[src/rtl/fifo_burst_ctrl_pkg.sv]
// ============================================================================
// Module      : fifo_burst_ctrl_pkg
// Description : Shared definitions for the FIFO burst read controller: FSM
//               state encoding, statistics counter width and a saturating
//               increment helper.
// Config      : FIFO_BURST_STATS_EN (consumers only; the package is fixed)
// Revision    : 1.0 - initial release
// ============================================================================
`default_nettype none

package fifo_burst_ctrl_pkg;

    // Controller states
    typedef enum logic [1:0] {
        IDLE  = 2'd0,
        READ  = 2'd1,
        FLUSH = 2'd2
    } state_e;

    // Width of the optional statistics counters
    localparam int unsigned CNT_W = 16;

    // Increment that sticks at all-ones instead of wrapping
    function automatic logic [CNT_W-1:0] sat_inc(input logic [CNT_W-1:0] v);
        return (v == {CNT_W{1'b1}}) ? v : v + 1'b1;
    endfunction

endpackage

`default_nettype wire

[src/rtl/fifo_burst_stats.sv]
// ============================================================================
// Module      : fifo_burst_stats
// Description : Two saturating event counters (bursts issued, producer words
//               refused). Cleared by reset and by the controller's FLUSH state.
// Config      : instantiated only when FIFO_BURST_STATS_EN is defined
// Revision    : 1.0 - initial release
// ============================================================================
`default_nettype none

module fifo_burst_stats
    import fifo_burst_ctrl_pkg::*;
(
    input  logic             clk,
    input  logic             rst_n,
    input  logic             clr_i,
    input  logic             burst_inc_i,
    input  logic             drop_inc_i,
    output logic [CNT_W-1:0] burst_cnt_o,
    output logic [CNT_W-1:0] drop_cnt_o
);

    logic [CNT_W-1:0] burst_cnt_q;
    logic [CNT_W-1:0] drop_cnt_q;

    // Count events; a clear wins over an increment in the same cycle
    always_ff @(posedge clk or negedge rst_n) begin
        if (!rst_n) begin
            burst_cnt_q <= '0;
            drop_cnt_q  <= '0;
        end else if (clr_i) begin
            burst_cnt_q <= '0;
            drop_cnt_q  <= '0;
        end else begin
            if (burst_inc_i) burst_cnt_q <= sat_inc(burst_cnt_q);
            if (drop_inc_i)  drop_cnt_q  <= sat_inc(drop_cnt_q);
        end
    end

    assign burst_cnt_o = burst_cnt_q;
    assign drop_cnt_o  = drop_cnt_q;

endmodule

`default_nettype wire

[src/rtl/fifo_burst_ctrl.sv]
// ============================================================================
// Module      : fifo_burst_ctrl
// Description : Burst read controller placed beside a single-clock FIFO.
//               Forwards producer writes, issues fixed-length read bursts to
//               a sink once enough words are buffered (partial bursts while
//               drain is high) and sequences FIFO clearing via sclr.
// Config      : FIFO_BURST_STATS_EN adds burst_cnt / drop_cnt outputs
// Revision    : 1.0 - initial release
// ============================================================================
`default_nettype none

module fifo_burst_ctrl
    import fifo_burst_ctrl_pkg::*;
#(
    parameter int unsigned DATA_W    = 16,
    parameter int unsigned ADDR_W    = 8,
    parameter int unsigned BURST_LEN = 16
) (
    input  logic              clk,
    input  logic              rst_n,
    // producer side
    input  logic              in_valid,
    input  logic [DATA_W-1:0] in_data,
    output logic              in_ready,
    // control
    input  logic              flush,
    input  logic              drain,
    input  logic              sink_ready,
    // FIFO side
    output logic              fifo_wrreq,
    output logic              fifo_rdreq,
    output logic              fifo_sclr,
    output logic [DATA_W-1:0] fifo_data,
    input  logic [DATA_W-1:0] fifo_q,
    input  logic [ADDR_W-1:0] fifo_usedw,
    input  logic              fifo_full,
    input  logic              fifo_empty,
    // sink side
    output logic              burst_start,
    output logic              out_valid,
    output logic [DATA_W-1:0] out_data,
    output logic              out_last
`ifdef FIFO_BURST_STATS_EN
    ,
    output logic [CNT_W-1:0]  burst_cnt,
    output logic [CNT_W-1:0]  drop_cnt
`endif
);

    localparam int unsigned       LVL_W       = ADDR_W + 1;
    localparam logic [LVL_W-1:0]  c_depth     = LVL_W'(2 ** ADDR_W);
    localparam logic [LVL_W-1:0]  c_burst_len = LVL_W'(BURST_LEN);
    localparam logic [LVL_W-1:0]  c_one       = LVL_W'(1);

    state_e            state_q, state_d;
    logic [LVL_W-1:0]  rd_left_q, rd_left_d;
    logic              flush_pend_q, flush_pend_d;
    logic              ready_en_q;
    logic              rdreq_q;
    logic              sclr_q;
    logic              burst_start_q;
    logic              out_valid_q;
    logic              out_last_q;

    logic [LVL_W-1:0]  w_lvl;
    logic              w_start;

    // usedw wraps to zero when the FIFO is full, so the full flag restores the top count
    assign w_lvl   = fifo_full ? c_depth : {1'b0, fifo_usedw};
    assign w_start = sink_ready & ((w_lvl >= c_burst_len) | (drain & ~fifo_empty));

    // Write path is a pure pass-through gated by in_ready
    assign in_ready   = ready_en_q & ~fifo_full & (state_q != FLUSH) & ~flush_pend_q;
    assign fifo_wrreq = in_valid & in_ready;
    assign fifo_data  = in_data;

    // Producer is held off until the first clock after reset release
    always_ff @(posedge clk or negedge rst_n) begin
        if (!rst_n) ready_en_q <= 1'b0;
        else        ready_en_q <= 1'b1;
    end

    // Next-state logic: flush beats a burst start; a flush during a burst is deferred
    always_comb begin
        state_d      = state_q;
        rd_left_d    = rd_left_q;
        flush_pend_d = flush_pend_q;
        unique case (state_q)
            IDLE: begin
                if (flush | flush_pend_q) begin
                    state_d = FLUSH;
                end else if (w_start) begin
                    state_d   = READ;
                    rd_left_d = (w_lvl < c_burst_len) ? w_lvl : c_burst_len;
                end
            end
            READ: begin
                rd_left_d = rd_left_q - c_one;
                if (flush) flush_pend_d = 1'b1;
                if (rd_left_q <= c_one) state_d = IDLE;
            end
            FLUSH: begin
                flush_pend_d = 1'b0;
                state_d      = IDLE;
            end
            default: state_d = IDLE;
        endcase
    end

    // State register plus registered FIFO/sink controls derived from the next state
    always_ff @(posedge clk or negedge rst_n) begin
        if (!rst_n) begin
            state_q       <= IDLE;
            rd_left_q     <= '0;
            flush_pend_q  <= 1'b0;
            rdreq_q       <= 1'b0;
            sclr_q        <= 1'b0;
            burst_start_q <= 1'b0;
            out_valid_q   <= 1'b0;
            out_last_q    <= 1'b0;
        end else begin
            state_q       <= state_d;
            rd_left_q     <= rd_left_d;
            flush_pend_q  <= flush_pend_d;
            rdreq_q       <= (state_d == READ);
            sclr_q        <= (state_d == FLUSH);
            burst_start_q <= (state_q == IDLE) && (state_d == READ);
            out_valid_q   <= rdreq_q;
            out_last_q    <= rdreq_q && (rd_left_q == c_one);
        end
    end

    assign fifo_rdreq  = rdreq_q;
    assign fifo_sclr   = sclr_q;
    assign burst_start = burst_start_q;
    assign out_valid   = out_valid_q;
    assign out_last    = out_last_q;
    assign out_data    = fifo_q;

`ifdef FIFO_BURST_STATS_EN
    fifo_burst_stats u_stats (
        .clk         (clk),
        .rst_n       (rst_n),
        .clr_i       (state_q == FLUSH),
        .burst_inc_i (burst_start_q),
        .drop_inc_i  (in_valid & ~in_ready & ready_en_q),
        .burst_cnt_o (burst_cnt),
        .drop_cnt_o  (drop_cnt)
    );
`endif

endmodule

`default_nettype wire

[config.mk]
export PLATFORM = sky130hd
export DESIGN_NAME = fifo_burst_ctrl
export DESIGN_NICKNAME = d
export VERILOG_FILES = /design/src/rtl/fifo_burst_ctrl_pkg.sv /design/src/rtl/fifo_burst_stats.sv /design/src/rtl/fifo_burst_ctrl.sv
export SDC_FILE = /design/constraint.sdc
export NUM_CORES = 1
export LEC_CHECK = 0
export CAP_MARGIN = 20
export CORE_ASPECT_RATIO = 1.75
export CORE_MARGIN = 1.5
export CORE_UTILIZATION = 33
export DETAILED_ROUTE_END_ITERATION = 7
export MAX_ROUTING_LAYER = met4
export PLACE_DENSITY_LB_ADDON = 0.15
export SLEW_MARGIN = 20
export SYNTH_ARGS = -nofsm -noshare
export SYNTH_HDL_FRONTEND = slang
export SYNTH_SLANG_ARGS = --single-unit
export TNS_END_PERCENT = 20
[constraint.sdc]
create_clock -name clk -period 1.83 [get_ports clk]
set_input_delay 0.4575 -clock clk [delete_from_list [all_inputs] [get_ports clk]]
set_output_delay 0.4575 -clock clk [all_outputs]
set_load 0.01 [all_outputs]
# [Word level (Yosys, flattened, before mapping)]
# Cells that the tools add are included.
[totals] ff_bits=18 input_bits=48 output_inout_bits=39 word_cells=51
[classes] add_sub_neg=1 n_lt_le_gt_ge=3 eq_ne=9 mux=11 bitwise_logic=11 reduce_logical=7
[ops] cell="$mux 9" n=4
[ops] cell="$pmux 9 s2" n=1
[ops] cell="$eq 9x1->1 const B" n=1
[ops] cell="$ge 9x5->1 const B" n=1
[ops] cell="$le 9x1->1 const B" n=1
[ops] cell="$lt 9x5->1 const B" n=1
[ops] cell="$sub 9x1->9 const B" n=1
[ops] cell="$ne 2x2->1 const B" n=4
[ops] cell="$and 1x1->1" n=6
[ops] cell="$mux 2" n=3
[ops] cell="$eq 2x1->1 const B" n=2
[ops] cell="$eq 2x2->1 const B" n=2
[ops] cell="$pmux 2 s2" n=1
[ops] cell="$reduce_bool 2->1" n=2
[ops] cell="$not 1->1" n=3
[ops] cell="$reduce_and 3->1" n=1
[ops] cell="$logic_and 1x1->1" n=2
[ops] cell="$logic_not 2->1" n=1
[ops] cell="$or 1x1->1" n=2
[ops] cell="$pmux 1 s2" n=1
[ops] cell="$reduce_and 2->1" n=1
[ops] cell="$mux 1" n=1

# [Logic depth before layout (Yosys ltp)]
[depth] depth_word=9 depth_mapped=5 depth_no_buf=5

# [Worst setup path before layout]
# Ideal clock, no wire load.
[synth_path] kind="register to output" startpoint="register state_q[1]" endpoint="output port fifo_wrreq" t_arrival_ns=1.288 required_ns=1.372 slack_ns=0.085 stages_incl_launch_ff=4 path_buffers=0 cell_sequence="dfrtp_1 -> nor2b_1 -> nor4b_1 -> and2_1"
[synth_between] elab_chain_len=4
[synth_lines] element="start, declared" line="fifo_burst_ctrl.sv:55" text="state_e state_q, state_d;"
[synth_lines] element="start signal, assigned" line="fifo_burst_ctrl.sv:122" text="state_q <= state_d;"
[synth_lines] element="$ne 2x2->1" line="fifo_burst_ctrl.sv:73" text="assign in_ready = ready_en_q & ~fifo_full & (state_q != FLUSH) & ~flush_pend_q;"
[synth_lines] element="$and 1x1->1 (2 in a row)" line="fifo_burst_ctrl.sv:73"
[synth_lines] element="net in_ready" line="fifo_burst_ctrl.sv:24" text="output logic in_ready,"
[synth_lines] element="$and 1x1->1" line="fifo_burst_ctrl.sv:74" text="assign fifo_wrreq = in_valid & in_ready;"
[synth_lines] element="end, declared" line="fifo_burst_ctrl.sv:30" text="output logic fifo_wrreq,"
# The timed path passes the listed nets, and every way through them passes these cells.

# [Worst setup path after layout]
[layout_path] startpoint="register state_q[1]" endpoint="output port fifo_wrreq"
[layout_between] elab_chain_len=4
[layout_lines] element="$ne 2x2->1" line="fifo_burst_ctrl.sv:73"
[layout_lines] element="$and 1x1->1 (2 in a row)" line="fifo_burst_ctrl.sv:73"
[layout_lines] element="$and 1x1->1" line="fifo_burst_ctrl.sv:74"
# Every way passes these cells.

==> impl_metrics.csv <==
group,metric,value,unit
grt,gr-total-overflow,0,
clock_network,cts_num_sinks,18,
critical_path,crit_path_end_kind,"primary output",
layout,area_growth,17.59,%
layout,fin_cells,167,
grt,grt_usage,14.29,%
hold_path,hold_path.startpoint,"fifo_rdreq",
job,drv_cap,0,
grt,grt_pass1_wl,3712,um
grt,grt_pass1_vias,814,
floorplanning,dieArea,0.003801,mm2
sta,fin_skew,0.005339,ns
yosys,syn_area,0.001131,mm2
critical_path,required,1.37,ns
yosys,avgSynthCellArea,9.751,um2
yosys,yosys.area.top_type,"dfrtp_1",
drt,wl_per_cell,14.39,um
clock_network,clock_path_buffers,2,
yosys,ys_top_cells_by_count,"32 x buf_4, 18 x dfrtp_1, 9 x o21ai_0",
power,total_power,1.673,mW
layout,nets,173,
drt,ant_nets,0,
drt,drtIter0Drc,6,
grt,grt_max_degree,19,
layout,drive_gt1_share,22.13,%
drt,vias,802,
yosys,synth_nets,166,
floorplanning,die_h,80.45,um
sta,finalMaxSlewViolations,0,
floorplanning,rows,28,
clock_network,clock_latency,0.26,ns
yosys,synth.area.top_cells,"dfrtp_1 40%, buf_4 21%, o21ai_0 4.0%, mux2i_1 2.7%, xor2_1 2.3%",
sta,fin_crit,1.787,ns
floorplanning,core_region_area,0.003328,mm2
hold_path,min_path_type,"flop to flop",
floorplanning,start_util,33.98,%
critical_path,cp.arrival,1.33,ns
power,power_density,1258,mW/mm2
yosys,yosysUniqueCellTypes,30,
yosys,synth_top_cell_area_share,39.82,%
clock_network,cts-root-buf,"clkbuf_8",
power,vdd_drop_max,0.0004954,V
critical_path,r2r_slack,0.21,ns
sta,rsz0062_at_grt,"yes",
sta,timing.fmax,559.4,MHz
clock_network,cts_tree,"done",
grt,antenna_found_initial,0,
yosys,yosysWarnings,0,
critical_path,cp_max_fo,2,
sta,tns,0,ns
drt,viasPerCell,4.802,
layout,antenna_cells,0,
yosys,ys_async_sr_fraction,100.0,%
critical_path,critPathLaunchType,"flop",
place,port_buffers,22,
yosys,yosysMostFrequentCell,"buf_4",
sta,hold_viol_final,0,
drt,route.detailed.drc,0,
drt,wirelength,2403,um
layout,final_util,39.96,%
clock_network,cts-buffers-inserted,3,
critical_path,path_class,"flop to primary output",
critical_path,r2r_end,"rd_left_q[0]",
drt,first_pass_iters,3,
clock_network,hold_buffers,0,
yosys,synth_top_flop_cell,"dfrtp_1",
sta,post-route-period-util,97.68,%
clock_network,htreeDepth,1,
power,power_leakage,0.5791,nW
place,gp_routability_congestion,0.8230,
place,place_ws,-0.6137,ns
yosys,seq_area_frac_synth,39.82,%
outcome,outcome,"finished, final reports clean",
sta,setup_viol,0,
yosys,syn_inst,116,
place,dp.cells,162,
place,post-dp-hpwl,1851,um
hold_path,hold_path_depth,0,
critical_path,reg2reg_depth,6,
sta,fin_ws,0.04250,ns
yosys,synth_edf_count,0,
hold_path,min_to,"out_valid",
yosys,ys_seq_elements,18,
critical_path,r2r-start,"state_q[1]",
clock_network,clkTransAtPathRegs,0.07,ns
floorplanning,die_x,47.26,um
floorplanning,ioPinCount,87,
-- routing by layer --
layer  GRT usage (%)  routed length (um)  up-vias  share of wire (%)
met5               -                   0        -                  0
met4           13.61                 178        0                7.4
met3           2.247                 186       30                7.7
met2           22.70                1169       34                 49
met1           13.43                 869      358                 36
li1                -                   -      380                  -
-- kinds of logic (layout without fill, tap and decap cells) --
family / after synthesis / after routing / synth area share [%]
AO/OA/AOI/OAI: 17 / 17 / 9.845
XOR/XNOR: 3 / 3 / 2.323
adder cells (fa/ha/maj): 2 / 2 / 2.212
buffers and inverters: 36 / 42 / 22.68
flip-flops: 18 / 18 / 39.82
multiplexers: 3 / 3 / 2.655
other: 1 / 1 / 0.3315
AND/OR/NAND/NOR: 36 / 36 / 20.13
-- worst max-delay path, cell delays in order, from the launching register on --
cell	delay, ns
dfrtp_1	0.38
nor2b_4	0.14
nor4b_4	0.28
and2_1	0.16
buf_2	0.12
-- worst max-delay path by stage --
| stage | slack [ns] | depth (start not counted) | end | start |
|---|---|---|---|---|
| finish | 0.04 | 4 | fifo_wrreq | state_q[1] |
| global route | -0.01 | 4 | fifo_wrreq | state_q[1] |
| CTS | 0.01 | 3 | in_ready | state_q[1] |
| detailed placement | -0.61 | 4 | fifo_wrreq | fifo_full |
| global placement | -0.55 | 4 | fifo_wrreq | fifo_full |
| floorplan | 0.08 | 3 | fifo_wrreq | state_q[1] |
-- flip-flops by register name, indices dropped and copies added, names as in the netlist --
| name | count |
|---|---|
| out_valid | 1 |
| burst_start | 1 |
| rd_left_q | 9 |
| fifo_rdreq | 1 |
| out_last | 1 |
| ready_en_q | 1 |
| fifo_sclr | 1 |
| flush_pend_q | 1 |
| state_q | 2 |
-- layout make-up --
cell class | instances | area (um2)
fill | 335 | 1998
inverter | 3 | 11.26
timing repair buffer | 35 | 310.3
clock buffer | 4 | 55.05
tap | 45 | 56.30
sequential | 18 | 450.4
multi-input combinational | 62 | 446.7
-- placed cells by master (no fill, tap or decap), types with 2 or more instances in the layout --
cell type and count:
and3_1 3, buf_4 12, a21o_2 2, nand2_1 4, mux2i_1 3, nor2b_1 3, o21ai_0 9, clkdlybuf4s50_1 19
nor2_1 6, clkbuf_8 4, dfrtp_1 18, nand4_1 2, inv_1 3, nor3_1 5, xor2_1 3, o211ai_1 3
ha_1 2, nand3_1 3
-- timing repair --
action                                  CTS  global route
buffers inserted                          0             1
endpoints found under the setup margin    3             4
pin swaps                                 2             2
gates resized for setup                   8             5
gates cloned                              0             0
-- power breakdown --
part	total, mW	internal (mW)	switching [mW]
Combinational	0.682	0.354	0.328
Clock	0.331	0.191	0.139
Sequential	0.660	0.546	0.114
Total	1.67	1.09	0.581
-- through the flow --
stage,cell area [um2],hold slack (ns)
after floorplan,1131,0.1619
after global placement,1252,0.3815
after detailed placement,1252,0.3759
after CTS,1309,0.3915
after global routing,1330,0.4134
final,1330,0.3896
(Power assumes the default switching activity.)
